--- src/rtl/aes_pkg.sv ---
// Shared AES definitions: GF(2^8) helpers, the reduction constant and the
// state encoding used by the iterative MixColumns engine.
package aes_pkg;

  localparam logic [7:0] GF_REDUCE = 8'h1B;

  typedef enum logic [1:0] {
    IDLE = 2'd0,
    BUSY = 2'd1,
    DONE = 2'd2
  } state_e;

  // Multiply by x modulo x^8+x^4+x^3+x+1.
  function automatic logic [7:0] xtime(input logic [7:0] b);
    return {b[6:0], 1'b0} ^ (b[7] ? GF_REDUCE : 8'h00);
  endfunction

  // Only the MixColumns coefficients (at most 0x0E) are needed, so four
  // multiplier bits are enough.
  function automatic logic [7:0] gf_mul(input logic [7:0] a, input logic [3:0] k);
    logic [7:0] acc;
    logic [7:0] p;
    acc = 8'h00;
    p   = a;
    for (int i = 0; i < 4; i++) begin
      if (k[i]) acc = acc ^ p;
      p = xtime(p);
    end
    return acc;
  endfunction

endpackage

--- src/rtl/mix_column_word.sv ---
// Combinational single-column (32-bit) MixColumns / InvMixColumns.
// Row 0 is the most significant byte of the column.
module mix_column_word
  import aes_pkg::*;
(
  input  logic [31:0] col_in,
  input  logic        inv,
  output logic [31:0] col_out
);

  logic [7:0] a [4];
  logic [7:0] b [4];

  for (genvar r = 0; r < 4; r++) begin : g_row
    assign a[r] = col_in[31-8*r -: 8];

    assign b[r] = inv
      ? gf_mul(a[r], 4'hE) ^ gf_mul(a[(r+1)%4], 4'hB) ^
        gf_mul(a[(r+2)%4], 4'hD) ^ gf_mul(a[(r+3)%4], 4'h9)
      : gf_mul(a[r], 4'h2) ^ gf_mul(a[(r+1)%4], 4'h3) ^
        a[(r+2)%4] ^ a[(r+3)%4];
  end

  assign col_out = {b[0], b[1], b[2], b[3]};

endmodule

--- src/rtl/mix_columns_iter.sv ---
// Iterative AES MixColumns engine: transforms COLS_PER_CYCLE columns of the
// 128-bit state per busy cycle, with valid/ready handshakes on both sides.
module mix_columns_iter
  import aes_pkg::*;
#(
  parameter int COLS_PER_CYCLE = 1
) (
  input  logic         clk,
  input  logic         rst,
  input  logic         in_valid,
  output logic         in_ready,
  input  logic [127:0] in_block,
  input  logic         in_inv,
  output logic         out_valid,
  input  logic         out_ready,
  output logic [127:0] out_block
);

  if (COLS_PER_CYCLE != 1 && COLS_PER_CYCLE != 2 && COLS_PER_CYCLE != 4) begin : g_bad_param
    $error("mix_columns_iter: COLS_PER_CYCLE must be 1, 2 or 4");
  end

  // A step of 4 truncates to 0, so the counter simply stays put at full width.
  localparam logic [1:0] CNT_STEP = 2'(COLS_PER_CYCLE);
  localparam logic [1:0] CNT_LAST = 2'(4 - COLS_PER_CYCLE);

  state_e         state_q, state_d;
  logic [1:0]     cnt_q, cnt_d;
  logic           mode_q, mode_d;
  logic [127:0]   work_q, work_d;

  logic [31:0]    cols     [4];
  logic [31:0]    upd      [4];
  logic [1:0]     col_idx  [COLS_PER_CYCLE];
  logic [31:0]    col_in   [COLS_PER_CYCLE];
  logic [31:0]    col_out  [COLS_PER_CYCLE];
  logic [127:0]   work_busy;

  for (genvar c = 0; c < 4; c++) begin : g_split
    assign cols[c] = work_q[127-32*c -: 32];
  end

  for (genvar i = 0; i < COLS_PER_CYCLE; i++) begin : g_col
    assign col_idx[i] = cnt_q + 2'(i);
    assign col_in[i]  = cols[col_idx[i]];

    mix_column_word u_word (
      .col_in  (col_in[i]),
      .inv     (mode_q),
      .col_out (col_out[i])
    );
  end

  // NOTE: every combinational output gets a default before any conditional
  // write; otherwise synthesis infers a latch to hold the old value.
  always_comb begin
    for (int c = 0; c < 4; c++) upd[c] = cols[c];
    for (int i = 0; i < COLS_PER_CYCLE; i++) upd[col_idx[i]] = col_out[i];
  end

  assign work_busy = {upd[0], upd[1], upd[2], upd[3]};

  always_comb begin
    state_d = state_q;
    cnt_d   = cnt_q;
    mode_d  = mode_q;
    work_d  = work_q;
    case (state_q)
      IDLE: begin
        if (in_valid) begin
          state_d = BUSY;
          cnt_d   = 2'd0;
          mode_d  = in_inv;
          work_d  = in_block;
        end
      end
      BUSY: begin
        work_d = work_busy;
        cnt_d  = cnt_q + CNT_STEP;
        if (cnt_q == CNT_LAST) state_d = DONE;
      end
      DONE: begin
        if (out_ready) state_d = IDLE;
      end
      default: state_d = IDLE;
    endcase
  end

  // NOTE: state registers use non-blocking assignments so every flop samples
  // pre-edge values regardless of process ordering.
  always_ff @(posedge clk or posedge rst) begin
    if (rst) begin
      state_q <= IDLE;
      cnt_q   <= 2'd0;
      mode_q  <= 1'b0;
      // NOTE: the work register is reset on purpose: out_block is driven
      // straight from it and must read zero during and after reset.
      work_q  <= '0;
    end else begin
      state_q <= state_d;
      cnt_q   <= cnt_d;
      mode_q  <= mode_d;
      work_q  <= work_d;
    end
  end

  assign in_ready  = (state_q == IDLE);
  assign out_valid = (state_q == DONE);
  assign out_block = work_q;

endmodule
--- config.mk ---
export PLATFORM = sky130hd
export DESIGN_NAME = mix_columns_iter
export DESIGN_NICKNAME = d
export VERILOG_FILES = /design/src/rtl/aes_pkg.sv /design/src/rtl/mix_column_word.sv /design/src/rtl/mix_columns_iter.sv
export SDC_FILE = /design/constraint.sdc
export NUM_CORES = 1
export LEC_CHECK = 0
export BUFFER_PORTS_ARGS = -buffer_cell sky130_fd_sc_hd__buf_2
export CAP_MARGIN = 20
export CORE_ASPECT_RATIO = 0.5
export CORE_UTILIZATION = 48
export DETAILED_ROUTE_END_ITERATION = 16
export PLACE_DENSITY = 0.83
export REMOVE_ABC_BUFFERS = 1
export SYNTH_ARGS = -nofsm -noshare
export SYNTH_HDL_FRONTEND = slang
export SYNTH_SLANG_ARGS = --single-unit
--- constraint.sdc ---
create_clock -name clk -period 4.8 [get_ports clk]
set_input_delay 1.2 -clock clk [delete_from_list [all_inputs] [get_ports clk]]
set_output_delay 1.2 -clock clk [all_outputs]
set_load 0.02 [all_outputs]
==> reports/qor.txt <==
global-route wire length before repair = 46100 um
largest net degree at the start of global routing = 84
Clock Tree Root = clkbuf_16
WS Path Type = reg2reg
post-placement cell count = 1266
drt wl/cell = 23.5 um
vias in the first global route = 7914
mean post-synth cell area = 11.4 um2
Crit path largest cell delay = 0.76 ns
Synth area leaders = dfrtp_1, xnor2_1, a22oi_1
setup_tns = 0 ns
critical path arrival = 4.09 ns
post-route clock period utilization = 0.793
crit path from = cnt_q[1]
cell type with the largest total area after synthesis = dfrtp_1
Area Growth Syn to Fin = 23.2%
ys async rst share = 1.00
Max Clock Skew = 0.0152 ns
Post-CTS Hold Fix Bufs = 0
r2r startpoint = cnt_q[1]
GPL Wtd Cong = 0.966
row count = 35
Worst Path Buf+Inv = 1
Slew Viols, Final = 0
Port Buffers = 262
die width = 198 um
clk sinks = 133
Post-Syn Area = 9180 um2
Slew @ Worst Pin = 0.975 ns
TritonCTS Buffers = 17
# IOs = 263
Remaining Overflow, GRT = 0
CTS tree = built
most common cell after layout, fill and taps aside = buf_2
router iterations before antenna repair = 7
Hold Startpoint = state_q[1]
die area = 19700 um2
Slew headroom = 0.350
Simple-Gate Fraction of Synth Area = 0.0258
largest family of logic cells by synthesized area = XOR/XNOR gates
crit-path cells = buf_4 -> mux4_2 -> xnor3_2 -> xor3_2 -> xnor3_1 -> mux2i_1 -> xnor2_1 -> o21ai_1
portion of netlist area occupied by mux cells = 0.0904
Max clock buf depth = 2
number of max-cap violations = 0
Vias/cell = 6.10
Nets = 1167
Yosys warning total = 0
Finished Layout Cells = 1302
post-CTS setup buffer count = 0
CP max FO = 19
Largest delay share family, worst path = XOR/XNOR gates
final setup fails = 0
DIE HEIGHT = 99.8 um
prevailing post-synth register cell = dfrtp_1
Final Worst Setup Slack = 0.993 ns
drt initial violations = 979
CTS resizes = 0
Core ar. = 18600 um2
type of the tightest min-delay check = reg2reg
sequential area share after synthesis = 0.362
RSZ-0062 raised after global routing = no
compound-cell area share of the yosys netlist = 0.184
Tot GR Track Use = 0.311
clock latency on the worst-skew pair = 0.42 ns
CP endpoint kind = register
initial core utilization = 0.494
remaining antenna violation count after routing = 0
share of cells above drive strength 1 = 0.360
library cells used by synthesis = 41
Clk pin slew, worst setup/hold paths = 0.07 ns
Startpoint Class = register
CTS H-tree depth = 4
#FFs+latches synth = 133
CP max stage cell = dfrtp_2
Yosys top cell area share = 0.362
residual DRC count = 0
Synth Instances = 806
xor-xnor portion of the synthesized cell area = 0.287
Required @ worst endpoint = 5.08 ns
status = complete, no violations
Adder-Cell Fraction of Synth Area = 0.00545
Max Clk Rate = 263 MHz
commonest non-fill, non-tap cells in the layout = buf_2, xnor2_1, dfrtp_1, a22oi_1, o21ai_0
Post-synth EDFFs = 0
Total Wirelength = 30600 um
minimum clock period = 3.81 ns
n_diodes = 0
initial antenna violation count = 0
Post-DP HPWL = 21800 um
total number of vias = 7943
final hold violation count = 0
dpl ws = 1.02 ns
[cells in the mapped netlist (10+ instances only)]
cell      number
clkbuf_1      42
mux4_2        28
xor2_1        41
xnor3_1       22
xnor2_2       13
nor2_1        10
o21ai_0       94
xnor2_1      139
nand2_1       17
a22oi_1      124
buf_2         14
o21ai_1       31
dfrtp_1      133
[state kept, by name, indices dropped and copies added, names as in the netlist]
signal     cells
mode_q         1
out_block    128
cnt_q          2
state_q        2
[worst register-to-register path, cell delays in order (launching register included)]
cell and delay [ns]:
dfrtp_2 0.76, buf_4 0.35, mux4_2 0.76, xnor3_2 0.54
xor3_2 0.29, xnor3_1 0.38, mux2i_1 0.08, xnor2_1 0.38
o21ai_1 0.13
[cells by family (layout without fill, tap and decap cells)]
kind of cell / Yosys count / after routing
muxes: 41 / 41
adders and majority gates: 4 / 4
DFF: 133 / 133
xor gates and xnor gates: 230 / 230
and+or+nand+nor: 51 / 51
buffers and inverters: 79 / 316
AOI/OAI and AO/OA: 268 / 268
[layout make-up]
type / instances / area [um2]
multi-input cells: 594 / 5490
flip-flops and latches: 133 / 3330
well taps: 259 / 324
fillers: 1560 / 7250
clock buffers: 19 / 443
inverters: 6 / 25.0
clock inverters: 13 / 170
repair buffers: 278 / 1540
[worst paths after layout]
| kind | to | slack (ns) | cells after the start |
|---|---|---|---|
| max | out_block[30] | 0.99 | 8 |
| min | state_q[0] | 0.51 | 1 |
| max reg2reg | out_block[30] | 0.99 | 8 |
| min reg2reg | state_q[0] | 0.51 | 1 |
| max in group asynchronous | out_block[89] | 3.00 | 3 |
| min in group asynchronous | out_block[108] | 0.94 | 2 |
[stage by stage]
stage / hold slack (ns) / instance area [um2] / utilization
after floorplan: 0.469 / 8790 / -
after global placement: 0.487 / 10600 / 0.570
after detailed placement: 0.511 / 10600 / 0.570
after CTS: 0.513 / 11200 / 0.604
after global routing: 0.544 / 11300 / 0.609
final: 0.514 / 11300 / 0.609
[per-layer routing]
| layer | part of all wire | track usage |
|---|---|---|
| met2 | 0.44 | 0.453 |
| met4 | 0.015 | 0.0799 |
| met5 | 0 | 0 |
| met1 | 0.45 | 0.465 |
| met3 | 0.096 | 0.0729 |
Power is not shown: default switching activity piles up to over one toggle a cycle in this logic, so the estimate is an artifact.
